$ cat src/rtl/load_split_sequencer.sv
// Load sequencer: issues one or two aligned word reads per load, merges the
// words and extracts/extends the byte, halfword or word result. Word-crossing
// loads to IO space, and illegal funct3 codes, get an error response with no
// memory access so IO side-effects never repeat.
module load_split_sequencer #(
  parameter bit         ALLOW_SPLIT = 1'b1,
  parameter logic [3:0] IO_REGION   = 4'h8
) (
  input  logic        clk,
  input  logic        rst,
  input  logic        req_valid,
  output logic        req_ready,
  input  logic [31:0] req_addr,
  input  logic [2:0]  req_funct3,
  output logic        mem_en,
  output logic [31:0] mem_addr,
  input  logic [31:0] mem_rdata,
  output logic        resp_valid,
  input  logic        resp_ready,
  output logic [31:0] resp_data,
  output logic        resp_err,
  output logic        busy
);

  localparam logic [2:0] F_LB  = 3'b000;
  localparam logic [2:0] F_LH  = 3'b001;
  localparam logic [2:0] F_LW  = 3'b010;
  localparam logic [2:0] F_LBU = 3'b100;
  localparam logic [2:0] F_LHU = 3'b101;

  typedef enum logic [1:0] {IDLE, WAIT0, WAIT1, RESP} state_t;

  state_t      state;
  logic [31:0] addr_q, w0_q, w1_q, resp_data_q;
  logic [2:0]  f3_q;
  logic        split_q, resp_err_q;

  logic        legal, split_now, err_now, accept;
  logic [31:0] word0, m_w0, m_w1, shifted, merged;

  // Request decode: legality, word-crossing and rejection at accept time
  always_comb begin
    legal     = (req_funct3 == F_LB) || (req_funct3 == F_LH) || (req_funct3 == F_LW) ||
                (req_funct3 == F_LBU) || (req_funct3 == F_LHU);
    split_now = ((req_funct3 == F_LW) && (req_addr[1:0] != 2'b00)) ||
                (((req_funct3 == F_LH) || (req_funct3 == F_LHU)) && (req_addr[1:0] == 2'b11));
    err_now   = !legal || (split_now && (!ALLOW_SPLIT || (req_addr[31:28] == IO_REGION)));
  end

  // Handshake and status; gated by reset so nothing leaks while it is held
  assign req_ready  = (state == IDLE) && rst;
  assign accept     = req_ready && req_valid;
  assign busy       = (state != IDLE);
  assign resp_valid = (state == RESP);
  assign resp_data  = resp_data_q;
  assign resp_err   = resp_err_q;
  assign word0      = {addr_q[31:2], 2'b00};

  // Read strobe: first word in the accept cycle, second word from WAIT0
  always_comb begin
    mem_en   = 1'b0;
    mem_addr = 32'h0;
    if (accept && !err_now) begin
      mem_en   = 1'b1;
      mem_addr = {req_addr[31:2], 2'b00};
    end else if ((state == WAIT0) && split_q) begin
      mem_en   = 1'b1;
      mem_addr = word0 + 32'd4;
    end
  end

  // Merge: the word arriving this cycle is taken straight from mem_rdata
  always_comb begin
    m_w0    = (state == WAIT0) ? mem_rdata : w0_q;
    m_w1    = (state == WAIT1) ? mem_rdata : 32'h0;
    shifted = 32'({m_w1, m_w0} >> {addr_q[1:0], 3'b000});
    case (f3_q)
      F_LB:    merged = {{24{shifted[7]}}, shifted[7:0]};
      F_LBU:   merged = {24'h0, shifted[7:0]};
      F_LH:    merged = {{16{shifted[15]}}, shifted[15:0]};
      F_LHU:   merged = {16'h0, shifted[15:0]};
      F_LW:    merged = shifted;
      default: merged = 32'h0;
    endcase
  end

  // Sequencer FSM with registered response
  always_ff @(posedge clk or negedge rst) begin
    if (!rst) begin
      state       <= IDLE;
      addr_q      <= 32'h0;
      f3_q        <= 3'b000;
      split_q     <= 1'b0;
      w0_q        <= 32'h0;
      w1_q        <= 32'h0;
      resp_data_q <= 32'h0;
      resp_err_q  <= 1'b0;
    end else begin
      case (state)
        IDLE: if (accept) begin
          addr_q  <= req_addr;
          f3_q    <= req_funct3;
          split_q <= split_now;
          w0_q    <= 32'h0;
          w1_q    <= 32'h0;
          if (err_now) begin
            resp_err_q  <= 1'b1;
            resp_data_q <= 32'h0;
            state       <= RESP;
          end else begin
            state <= WAIT0;
          end
        end
        WAIT0: begin
          w0_q <= mem_rdata;
          if (split_q) begin
            state <= WAIT1;
          end else begin
            resp_data_q <= merged;
            resp_err_q  <= 1'b0;
            state       <= RESP;
          end
        end
        WAIT1: begin
          w1_q        <= mem_rdata;
          resp_data_q <= merged;
          resp_err_q  <= 1'b0;
          state       <= RESP;
        end
        RESP: if (resp_ready) begin
          resp_data_q <= 32'h0;
          resp_err_q  <= 1'b0;
          state       <= IDLE;
        end
        default: state <= IDLE;
      endcase
    end
  end

endmodule

$ cat config.mk
export PLATFORM = sky130hd
export DESIGN_NAME = load_split_sequencer
export DESIGN_NICKNAME = d
export VERILOG_FILES = /design/src/rtl/load_split_sequencer.sv
export SDC_FILE = /design/constraint.sdc
export NUM_CORES = 1
export LEC_CHECK = 0
export CAP_MARGIN = 5
export CORE_AREA = 2 2 129 131
export DETAILED_ROUTE_END_ITERATION = 10
export DIE_AREA = 0 0 131 133
export GPL_ROUTABILITY_DRIVEN = 1
export PLACE_DENSITY = 0.74
export SLEW_MARGIN = 20
export SYNTH_ARGS = -nofsm -noshare
export SYNTH_HDL_FRONTEND = slang
export SYNTH_SLANG_ARGS = --single-unit
$ cat constraint.sdc
create_clock -name clk -period 3.2 [get_ports clk]
set_input_delay 0.32 -clock clk [delete_from_list [all_inputs] [get_ports clk]]
set_output_delay 0.32 -clock clk [all_outputs]
set_load 0.005 [all_outputs]
; ---- Word-level counts from Yosys, hierarchy flattened
; Cells that the tools add are included.
[classes]
addsub = 1
n_eq_ne = 17
n_shift = 1
mux = 24
n_reduce_logical = 26
[ops]
columns = operator, count
row1 = $mux W32, 9
row2 = $pmux W32 S5, 1
row3 = $pmux W32 S4, 1
row4 = $pmux W32 S2, 1
row5 = $shr A64 B5 Y32, 1
row6 = $add A32 B3 Y32 const B, 1
row7 = $eq A3 B3 Y1 const B, 4
row8 = $pmux W2 S4, 1
row9 = $logic_and A1 B1 Y1, 7
row10 = $logic_or A1 B1 Y1, 7
row11 = $mux W1, 7
row12 = $eq A2 B2 Y1 const B, 3
row13 = $eq A3 B1 Y1 const B, 2
row14 = $eq A3 B2 Y1 const B, 2
row15 = $logic_not A3 Y1, 2
row16 = $mux W2, 3
row17 = $ne A2 B2 Y1 const B, 3
row18 = $reduce_and A2 Y1, 3
row19 = $reduce_bool A2 Y1, 3
row20 = $eq A4 B4 Y1 const B, 1
row21 = $pmux W1 S4, 1
row22 = $reduce_and A4 Y1, 1
row23 = $eq A2 B1 Y1 const B, 1
row24 = $logic_not A1 Y1, 2
row25 = other kinds (2), 2
[totals]
reg_bits = 103
input_bits = 71
word_cells = 76

; ---- Longest topological paths before layout
[logic_depth]
ltp_word = 10
ltp_mapped = 10
depth_no_buf = 7

; ---- Worst setup path after synthesis
; OpenSTA, ideal clock, no wires.
[synth_path]
path_type = flip-flop to output port
start = register state[0]
end = output mem_addr[21]
t_arrival_ps = 1914
required_ps = 2880
path_slack_ps = 966
stages_incl_launch_ff = 11
path_buffers = 3
path_cell_list = dfrtp_1 > inv_1 > ha_1 > and3_1 > clkbuf_1 > nand2_1 > nor2_1 > buf_2 > buf_1 > nand2_1 > o31ai_2
[synth_between]
elab_chain_cells = 5
elab_cells_between_ends = 8
[synth_rtl]
columns = item, line
row1 = "start, declared", 33  ; state_t state;
row2 = "start signal, assigned", 90  ; state <= IDLE;
row3 = "start signal, assigned", 109  ; state <= RESP;
row4 = "start signal, assigned", 111  ; state <= WAIT0;
row5 = $logic_not A2 Y1, 51  ; assign req_ready = (state == IDLE) && rst;
row6 = $logic_and A1 B1 Y1, 51
row7 = $logic_and A1 B1 Y1, 52  ; assign accept = req_ready && req_valid;
row8 = $logic_and A1 B1 Y1, 63  ; if (accept && !err_now) begin
row9 = $mux W32 *, 63
row10 = "end, declared", 16  ; output logic [31:0] mem_addr,
; Every way passes the cells marked *; elsewhere a longest branch is shown, timed or not.

; ---- Worst setup path in the final report
[layout_path]
start = register addr_q[3]
end = output mem_addr[30]
[layout_between]
elab_chain_cells = 3
[layout_rtl]
columns = item, line
row1 = "start, declared", 34  ; logic [31:0] addr_q, w0_q, w1_q, resp_data_q;
row2 = "start signal, assigned", 101  ; addr_q <= req_addr;
row3 = $add A32 B3 Y32, 68  ; mem_addr = word0 + 32'd4;
row4 = $mux W32, 66  ; end else if ((state == WAIT0) && split_q) begin
row5 = $mux W32, 63
; No other way between the ends.

==> out/results.txt <==
CP Launch Type: flop
R2R Setup Slk: 860 ps
vias in the first global route: 5441
initial antenna violation count: 0
TritonRoute pass-1 iters: 5
Seq cells post-synth: 103
gr ovfl total: 0
# hold bufs at CTS: 0
synthesized instance count: 689
Synth Flop Type: dfrtp_1
mapped cell area: 6350 µm²
vias per inst: 5.49
Clock transition at path regs: 80 ps
root buf cell: clkbuf_16
arrival time at the worst endpoint: 2700 ps
Final Cell Area: 8260 µm²
post-route setup TNS: 0 ps
Tmin final: 3020 ps
Sink Count: 103
Max FO, Critical Path: 7
GRT Overall Usage: 21.6%
Post-synth EDFFs: 0
final WL: 18500 µm
Leak Pwr: 0.00341 µW
first-pass GRT wire length: 29200 µm
vias: 5643
critical path class: flop to primary output
DRT iter0 DRCs: 458
share of cells above drive strength 1: 11.1%
P&R area growth vs syn: 30.2%
synth unique cells: 54
max-slew violations: 0
core area: 16200 µm²
drc violations: 0
# nets final: 880
Peak Freq: 331 MHz
syn_area_per_cell: 9.21 µm²
skew final: 10.2 ps
Longest Clk Path Bufs: 2
Power Dens Cells: 884 nW/µm²
register area share after synthesis: 40.6%
fraction of registers with async set/reset: 100%
initial core utilization: 39.2%
antenna cells: 0
Num CTS Buffers: 9
Worst VDD drop: 475 µV
worst slew pin tran: 775 ps
final hold viol count: 0
post-route antenna net violation count: 0
YS warnings: 0
Post-CTS Setup Bufs: 0
R2R Path End: resp_data[17]
TritonCTS clock tree: built
H-tree levels: 3
Setup crit end kind: primary output
Die ar.: 17400 µm²
largest net degree at the start of global routing: 62
final core occ: 51.1%
DP HPWL: 13000 µm
port bufs: 137
Filler cells: 1490
min-delay worst type: input pin to async pin
Critical Path RT: 2880 ps
row cnt: 47
MaxCap Viol Count: 0
Setup-failing EPs final: 0
die width: 131 µm
outcome: finished clean
gpl congestion: 0.827
DP Area: 7920 µm²
Ports: 140
headroom to the max-slew limit: 48.3%
worst reg2reg path startpoint: state[1]
Die Ht: 133 µm
worst-case reg-to-reg path depth: 8
post-route clock period utilization: 94.4%
wire per inst: 18.0 µm
Worst-Skew Late Latency: 350 ps
[critical path, stage by stage (launching register included)]
cell	delay, ps
dfrtp_1	440
ha_1	270
nand2_1	90
or3_4	450
nor4_2	300
xnor2_1	130
o21ai_1	150
clkdlybuf4s50_1	510
[where the power goes]
part	internal, µW	switching (µW)	total, µW
Clock	569	541	1110
Sequential	1830	549	2370
Combinational	1790	2030	3820
[cell usage after synthesis (all sizes together), types with 5 or more instances]
cell    number  share of area (%)
a211oi      15                1.9
a21oi       10               0.97
a22o        32                4.4
a32oi       23                3.2
buf         25                2.2
clkbuf      28                1.7
dfrtp      103                 41
ha           6                1.2
inv         16               0.95
mux2         9                1.6
mux2i       42                6.6
mux4        11                3.9
nand2      181                 11
nand3       23                1.8
nand4        5               0.69
nor2        11               0.65
nor2b        8               0.79
nor3        10                1.3
nor4         5               0.89
o21a         7               0.83
o21ai       38                3.1
o22ai       16                1.6
o31ai       11                1.4
xnor2       21                2.9
xor2         7               0.97
[worst max-delay path by stage]
stage / startpoint / end / cells after the start
3_3_place_gp: req_addr[28] / mem_addr[12] / 7
5_1_grt: state[0] / mem_addr[30] / 10
3_5_place_dp: req_addr[28] / mem_addr[11] / 7
6_report: addr_q[3] / mem_addr[30] / 7
4_1_cts: state[1] / mem_addr[29] / 10
2_1_floorplan: state[0] / mem_addr[21] / 10
[cell usage in the layout, fill, tap and decap left out, drive strengths merged, types with 10 or more instances in the layout]
cell,n
a211oi,15
a21oi,10
a22o,32
a32oi,23
buf,19
clkbuf,10
clkdlybuf4s50,136
dfrtp,103
inv,19
mux2i,42
mux4,11
nand2,181
nand3,23
nor2,11
nor3,10
o21ai,38
o22ai,16
o31ai,11
xnor2,21
[kinds of logic after synthesis]
group,count (synthesis),share of synthesized area [%]
buffers and inverters,69,4.77
AND/OR/NAND/NOR,261,19.1
XOR/XNOR,28,3.86
adder cells (fa/ha/maj),6,1.18
flip-flops,103,40.6
other,1,0.0591
multiplexers,62,12.1
AO/OA/AOI/OAI,159,18.3
[cell type report]
cell class              instances  area (µm²)  share of cell area [%]
clock buffers                  10         239                    2.89
clock inverters                 6        61.3                   0.742
inverters                      16        60.1                   0.727
multi-input cells             518        3510                    42.4
flip-flops and latches        103        2580                    31.2
well taps                     220         275                    3.33
repair buffers                155        1540                    18.7
[per-layer routing]
layer / vias to the layer above / GRT usage (%) / routed length, µm
li1: 2690 / - / -
met1: 2689 / 30.0 / 7970
met2: 241 / 33.1 / 8440
met3: 23 / 5.82 / 1650
met4: 0 / 6.32 / 418
met5: - / 0 / 0
[metrics by stage]
| step | std cells | total power, µW | hold WS, ps | setup slack [ps] |
|---|---|---|---|---|
| after detailed placement | 1012 | 6170 | 470 | 62.4 |
| after global routing | 1028 | 7820 | 114 | -3.59 |
| after floorplan | 690 | 4860 | 24.4 | 966 |
| after global placement | 1012 | 6100 | 466 | 176 |
| final | 1028 | 7300 | 72.3 | 179 |
| after CTS | 1028 | 7320 | 85.9 | 19.3 |
[what timing repair did]
item,4_1_cts,5_1_grt
pin swaps,0,0
setup endpoints to repair,4,26
gates resized for setup,2,10
[flip-flops by register name (all words and copies together) (netlist names)]
| name | count |
|---|---|
| resp_data | 32 |
| resp_err | 1 |
| addr_q | 32 |
| w0_q | 32 |
| split_q | 1 |
| state | 2 |
| f3_q | 3 |
Power figures use the tool's default switching activity.
